===== src/rtl/bridge_arbiter.sv =====
// Round-robin arbiter that shares one AXI-lite bridge command port between
// N_REQ requesters. Only one bridge transaction is outstanding at a time. The
// response is routed back to the requester that owns the transaction. A
// watchdog aborts a transaction that the bridge never completes.
module bridge_arbiter #(
    parameter int unsigned N_REQ   = 2,
    parameter int unsigned ADDR_W  = 8,
    parameter int unsigned DATA_W  = 64,
    parameter int unsigned TIMEOUT = 255
) (
    input  logic                     clk,
    input  logic                     rst,
    input  logic [N_REQ-1:0]         req_valid,
    input  logic [N_REQ-1:0]         req_r_wb,
    input  logic [N_REQ*ADDR_W-1:0]  req_addr,
    input  logic [N_REQ*DATA_W-1:0]  req_wdata,
    output logic [N_REQ-1:0]         req_ack,
    output logic [N_REQ-1:0]         rsp_valid,
    output logic                     rsp_err,
    output logic [DATA_W-1:0]        rsp_data,
    output logic                     C_in_valid,
    output logic                     C_r_wb,
    output logic [ADDR_W-1:0]        C_addr,
    output logic [DATA_W-1:0]        C_data_w,
    input  logic                     C_out_valid,
    input  logic [DATA_W-1:0]        C_data_r
);

    localparam int unsigned PTR_W = (N_REQ > 1) ? $clog2(N_REQ) : 1;

    typedef enum logic [1:0] {IDLE, ISSUE, WAIT, RESP} state_t;

    state_t             state;
    logic [PTR_W-1:0]   rr_ptr;
    logic [PTR_W-1:0]   owner;
    logic [7:0]         wd_cnt;

    logic [ADDR_W-1:0]  addr_arr  [N_REQ];
    logic [DATA_W-1:0]  wdata_arr [N_REQ];

    logic               grant_any;
    logic [PTR_W-1:0]   grant_idx;
    logic [PTR_W:0]     probe;
    logic [PTR_W-1:0]   next_ptr;

    // Unpack the flattened request buses so they can be indexed by requester
    for (genvar g = 0; g < int'(N_REQ); g++) begin : g_unpack
        assign addr_arr[g]  = req_addr[g*ADDR_W +: ADDR_W];
        assign wdata_arr[g] = req_wdata[g*DATA_W +: DATA_W];
    end

    // Pick the first valid requester at or after rr_ptr, wrapping modulo N_REQ
    always_comb begin
        grant_any = 1'b0;
        grant_idx = '0;
        probe     = '0;
        for (int unsigned k = 0; k < N_REQ; k++) begin
            probe = {1'b0, rr_ptr} + (PTR_W+1)'(k);
            if (probe >= (PTR_W+1)'(N_REQ)) begin
                probe = probe - (PTR_W+1)'(N_REQ);
            end
            if (!grant_any && req_valid[probe[PTR_W-1:0]]) begin
                grant_any = 1'b1;
                grant_idx = probe[PTR_W-1:0];
            end
        end
    end

    // Rotation pointer moves to the requester just after the current owner
    assign next_ptr = (owner == PTR_W'(N_REQ - 1)) ? '0 : owner + 1'b1;

    // Transaction FSM; every output is a register so the bridge sees clean strobes
    always_ff @(posedge clk or posedge rst) begin
        if (rst) begin
            state      <= IDLE;
            rr_ptr     <= '0;
            owner      <= '0;
            wd_cnt     <= '0;
            req_ack    <= '0;
            rsp_valid  <= '0;
            rsp_err    <= 1'b0;
            rsp_data   <= '0;
            C_in_valid <= 1'b0;
            C_r_wb     <= 1'b0;
            C_addr     <= '0;
            C_data_w   <= '0;
        end else begin
            req_ack    <= '0;
            rsp_valid  <= '0;
            C_in_valid <= 1'b0;
            unique case (state)
                IDLE: begin
                    if (grant_any) begin
                        owner      <= grant_idx;
                        C_r_wb     <= req_r_wb[grant_idx];
                        C_addr     <= addr_arr[grant_idx];
                        C_data_w   <= wdata_arr[grant_idx];
                        req_ack    <= N_REQ'(1) << grant_idx;
                        C_in_valid <= 1'b1;
                        state      <= ISSUE;
                    end
                end
                ISSUE: begin
                    rr_ptr <= next_ptr;
                    wd_cnt <= '0;
                    state  <= WAIT;
                end
                WAIT: begin
                    wd_cnt <= wd_cnt + 8'd1;
                    // A completion beats the watchdog when both land together
                    if (C_out_valid) begin
                        rsp_valid <= N_REQ'(1) << owner;
                        rsp_err   <= 1'b0;
                        rsp_data  <= C_r_wb ? C_data_r : '0;
                        state     <= RESP;
                    end else if (wd_cnt == 8'(TIMEOUT - 1)) begin
                        rsp_valid <= N_REQ'(1) << owner;
                        rsp_err   <= 1'b1;
                        rsp_data  <= '0;
                        state     <= RESP;
                    end
                end
                RESP: begin
                    rsp_err  <= 1'b0;
                    rsp_data <= '0;
                    wd_cnt   <= '0;
                    state    <= IDLE;
                end
                default: state <= IDLE;
            endcase
        end
    end

endmodule


===== config.mk =====
export PLATFORM = sky130hd
export DESIGN_NAME = bridge_arbiter
export DESIGN_NICKNAME = d
export VERILOG_FILES = /design/src/rtl/bridge_arbiter.sv
export SDC_FILE = /design/constraint.sdc
export NUM_CORES = 1
export LEC_CHECK = 0
export CORE_MARGIN = 1.5
export CORE_UTILIZATION = 38
export CTS_BUF_LIST = sky130_fd_sc_hd__clkbuf_8 sky130_fd_sc_hd__clkbuf_16
export DETAILED_ROUTE_END_ITERATION = 10
export GPL_ROUTABILITY_DRIVEN = 0
export GPL_TIMING_DRIVEN = 0
export PLACE_DENSITY = 0.8
export SYNTH_ARGS = -nofsm -noshare
export SYNTH_HDL_FRONTEND = slang
export SYNTH_SLANG_ARGS = --single-unit
export TNS_END_PERCENT = 10

===== constraint.sdc =====
create_clock -name clk -period 4.6 [get_ports clk]
set_clock_uncertainty 0.2 [all_clocks]
set_input_delay 0.69 -clock clk [delete_from_list [all_inputs] [get_ports clk]]
set_output_delay 0.69 -clock clk [all_outputs]
set_load 0.05 [all_outputs]

Yosys cells after proc, flatten, opt, wreduce, memory -nomap -nowiden
Index checks and enable logic that the tools add are counted.
Widths: inputs -> output; s select.

cells by class
  add/subtract/negate cells = 5
  magnitude comparators = 6
  eq/ne operators = 6
  shifts and indexed selects = 2
  multiplexer cells = 38
  bitwise gates (word level) = 1
  reduce and logical (&&, ||, !) cells = 9

operators by type and width
  kind                 count
  $mux 64              6
  $pmux 64 s2          1
  $mux 8               3
  $mux 1               17
  $mux 2               8
  $pmux 8 s2           1
  $add 8x1->8 const B  1
  $eq 8x8->1 const B   1
  $pmux 2 s4           1
  $lt 1x2->1 const B   3
  $reduce_and 2->1     3
  $eq 2x2->1 const B   2
  $ge 2x2->1 const B   2
  $reduce_bool 2->1    2
  $shl 1x1->2 const A  2
  $ne 3x3->1 const B   1
  $add 1x1->2 const B  1
  $eq 2x1->1 const B   1
  $ge 1x2->1 const B   1
  $logic_not 2->1      1
  $ne 2x2->1 const B   1
  $not 1->2            1
  $pmux 1 s2           1
  $reduce_or 2->1      1
  4 further kinds      5

storage, ports and cells
  flip-flop bits (word level) = 155
  input bits = 215
  word-level logic and storage cells = 79

Logic depth before layout (Yosys ltp)
  depth after elaboration = 12
  depth in mapped cells = 8
  mapped depth without buffers = 6

Worst setup path before layout
No wires, ideal clock.

  path kind = input -> register
  start point = in req_valid[1]
  end point = reg C_data_w[10]
  arrival = 1.459 ns
  required time = 4.259 ns
  slack = 2.800 ns
  cell stages on the path = 6
  buffers on the path = 2
  path through = o21ai_0 -> inv_1 -> buf_2 -> buf_2 -> nor2_1 -> a31oi_1

between the ends
  cells in the longest elaborated chain, start to end = 10
  elaborated cells between the ends (all ways) = 15
  those cells by class = 11 x mux; 1 x bitwise; 3 x reduce/logical

RTL lines
  item                                        RTL line  source
  start, declared                             13        input logic [N_REQ-1:0] req_valid,
  $mux 1 (implied by the code) (2 in a row)   62        if (!grant_any && req_valid[probe[PTR_W-1:0]]) begin
  $mux 1                                      62
  $logic_not 1->1                             62
  $logic_and 1x1->1                           62
  $mux 1                                      62
  $not 1->2 (implied by the code)             97        C_data_w <= wdata_arr[grant_idx];
  $mux 64 (implied by the code) (3 in a row)  97
  end signal, assigned                        97
  end, declared                               24        output logic [DATA_W-1:0] C_data_w,

Parallel ways exist; a longest one is shown, timed or not. The select of a mux whose other input is x is not followed.
A chain may end at the register's enable or synchronous reset.

Worst setup path after layout
  start point = reg C_r_wb
  end point = out C_r_wb

RTL lines
  item                    RTL line  source
  start, declared         22        output logic C_r_wb,
  start signal, assigned  95        C_r_wb <= req_r_wb[grant_idx];

No word-level cell between the ends.

==> results.sh <==
export IMPL_layout_cells_non_filler=1463
export IMPL_grt_pass1_vias=8134
export IMPL_tns_ns=0
export IMPL_syn_area_sq_um=7746
export IMPL_die_x_um=145.8
export IMPL_hold_violations=0
export IMPL_rsz0062_at_grt="false"
export IMPL_synth_edff_count=0
export IMPL_yosysSeqAreaShare_pct=50.07
export IMPL_num_antenna_cells=0
export IMPL_p_int_w=0.004671
export IMPL_coreArea_sq_um=20100
export IMPL_clockPowerShare_pct=13.9
export IMPL_cts_setup_buffers=0
export IMPL_root_buffer="clkbuf_16"
export IMPL_final_antenna_net_count=0
export IMPL_wl_per_cell_um=19.52
export IMPL_fin_nets=1402
export IMPL_period_minus_slack_ns=2.672
export IMPL_ios=358
export IMPL_crit_path_max_fanout=3
export IMPL_grt_overflow_total=0
export IMPL_post_dp_hpwl_um=21550
export IMPL_p_comb_share_pct=60.4
export IMPL_ys_seq_elements=155
export IMPL_switchingPower_w=0.004918
export IMPL_die_h_um=145.8
export IMPL_status="finished, final reports clean"
export IMPL_max_freq_mhz=374.2
export IMPL_ir_drop_mv=0.3772
export IMPL_cts_made_buffers=17
export IMPL_num_fill_cells=1688
export IMPL_syn_avg_cell_area_sq_um=9.683
export IMPL_synthCells=800
export IMPL_rows=52
export IMPL_seq_power_share_pct=25.7
export IMPL_clkTransAtPathRegs_ns=0.06
export IMPL_drt_pass1_iter_count=5
export IMPL_dp_cells=1431
export IMPL_layout_worst_path_cycle_share_pct=58.09
export IMPL_synthDistinctLibCells=39
export IMPL_numClockSinks=155
export IMPL_worstMarginPinSlew_ns=0.6765
export IMPL_drt_iter0_drc=384
export IMPL_hold_buffers=0
export IMPL_crit_type="reg -> out"
export IMPL_crit_path_end_kind="output pin"
export IMPL_ctsResizeCount=0
export IMPL_synthArstFlopShare_pct=100.0
export IMPL_critPathLaunchType="register"
export IMPL_hold_class="reg -> reg"
export IMPL_swShare_pct=51.29
export IMPL_setup_violations=0
export IMPL_clk_path_buf_depth=2
export IMPL_io_buffers=357
export IMPL_cpMaxStageDelayCell="clkdlybuf4s50_1"
export IMPL_track_usage_pct=26.91
export IMPL_initial_utilization_pct=38.53
export IMPL_p_per_area_nw_per_um2=779.6
export IMPL_critPathTopFamily="buffers and inverters"
export IMPL_grt_pass1_wl_um=45030
export IMPL_cts_tree="yes"
export IMPL_p_leak_nw=4.721
export IMPL_final_cell_mix="357 x clkdlybuf4s50_1, 155 x dfrtp_1, 137 x a31oi_1, 84 x nor2_1, 77 x o21ai_0"
export IMPL_yosysWarnings=0
export IMPL_antenna_found_initial=1
export IMPL_area_growth_pct=58.78
export IMPL_max_cap_violations=0
export IMPL_dieArea_sq_um=21250
export IMPL_required_ns=3.71
export IMPL_h_tree_depth=4
export IMPL_grt_start_max_net_pins=42
export IMPL_path_buf_inv=1
export IMPL_seq_area_sq_um=3879
export IMPL_drv_slew=0
export IMPL_critPathArrivalTime_ns=1.78
export IMPL_clk_latency_ns=0.42
export IMPL_final_common_cell="clkdlybuf4s50_1"
export IMPL_synth_fp_nets=1022
export IMPL_crit_chain="clkdlybuf4s50_1"
export IMPL_drive_gt1_share_pct=6.203
export IMPL_ys_flop_type="dfrtp_1"
export IMPL_maxSlewHeadroom_pct=54.90
export IMPL_multi_input_area_sq_um=3445
export IMPL_max_stage_delay_ns=0.88
export IMPL_avgViaCountPerCell=5.518
export IMPL_finalWirelength_um=28550
export IMPL_num_vias=8073
export IMPL_route_detailed_drc=0
==> metrics by stage <==
step	total power [W]	utilization [%]	worst slack, ns	area, sq um	hold slack (ns)
floorplan	0.006165	-	1.751	7750	0.2461
global placement	0.008183	58.00	0.2912	11660	0.2831
detailed placement	0.008280	58.44	1.815	11750	0.2910
CTS	0.009632	61.18	1.903	12300	0.3064
global route	0.01010	61.18	1.890	12300	0.3214
finish	0.009589	61.18	1.928	12300	0.3009
==> final cells by class <==
class                           instances  share of cell area, %
Sequential cell                       155                  31.54
Timing Repair Buffer                  361                  29.77
Multi-Input combinational cell        547                  28.01
Clock buffer                           18                  3.571
Buffer                                 91                  3.225
Tap cell                              270                  2.747
Clock inverter                         14                 0.9054
Inverter                                7                 0.2442
==> power by group through the flow <==
| stage | sequential (W) | combinational (W) | clock, W |
|---|---|---|---|
| after floorplan | 0.00450 | 0.00167 | 0 |
| after global placement | 0.00245 | 0.00573 | 0 |
| final | 0.00247 | 0.00579 | 0.00133 |
| after global routing | 0.00255 | 0.00613 | 0.00142 |
| after CTS | 0.00246 | 0.00582 | 0.00135 |
| after detailed placement | 0.00248 | 0.00580 | 0 |
==> flip-flops by register name, indices dropped and copies added, names as in the netlist <==
register / flops
rr_ptr: 1
C_in_valid: 1
C_addr: 8
rsp_data: 64
rsp_valid: 2
owner: 1
rsp_err: 1
state: 2
wd_cnt: 8
req_ack: 2
C_data_w: 64
C_r_wb: 1
==> metal layers <==
layer	part of all wire (%)	track usage [%]	vias up
met5	0	0	-
met4	2.2	8.163	0
met1	39	32.69	3901
li1	-	-	3782
met2	50	45.60	352
met3	8.7	8.558	38
==> synth_stat cells (2+ instances only) <==
cell type / instances / area [sq um]
dfrtp_1: 155 / 3879
a31oi_1: 137 / 857.1
nor2_1: 84 / 315.3
o21ai_0: 77 / 385.4
o211ai_1: 74 / 555.5
nor2b_1: 66 / 412.9
o2bb2ai_1: 64 / 560.5
clkbuf_1: 56 / 210.2
buf_2: 26 / 130.1
ha_1: 7 / 87.58
a21oi_1: 6 / 30.03
inv_1: 5 / 18.77
buf_1: 4 / 15.01
buf_4: 4 / 30.03
and2_1: 3 / 18.77
or3_1: 3 / 18.77
a22o_1: 2 / 17.52
inv_2: 2 / 7.510
nand2_1: 2 / 7.510
nand4b_1: 2 / 17.52
nor3b_1: 2 / 15.01
xor2_1: 2 / 17.52
==> final timing paths <==
kind                                     startpoint                  endpoint  slack [ns]  cells after the start
setup / recovery                 C_r_wb$_DFFE_PP0P_                    C_r_wb        1.93                      1
hold / removal             rsp_data[26]$_DFFE_PP0P_  rsp_data[26]$_DFFE_PP0P_        0.30                      1
setup reg to reg               state[0]$_DFFE_PP0P_  rsp_data[39]$_DFFE_PP0P_        2.37                      6
hold reg to reg            rsp_data[26]$_DFFE_PP0P_  rsp_data[26]$_DFFE_PP0P_        0.30                      1
max in group asynchronous                       rst  rsp_data[11]$_DFFE_PP0P_        2.89                      4
min in group asynchronous                       rst  rsp_data[47]$_DFFE_PP0P_        0.47                      2
==> cell families after synthesis <==
| family | share of synthesized area (%) |
|---|---|
| buffers and inverters | 5.459 |
| adders and majority gates | 1.131 |
| muxes | 0.1454 |
| AOI/OAI and AO/OA | 31.51 |
| DFF | 50.07 |
| and+or+nand+nor | 11.34 |
| xor gates and xnor gates | 0.3393 |
(Power assumes the default switching activity.)
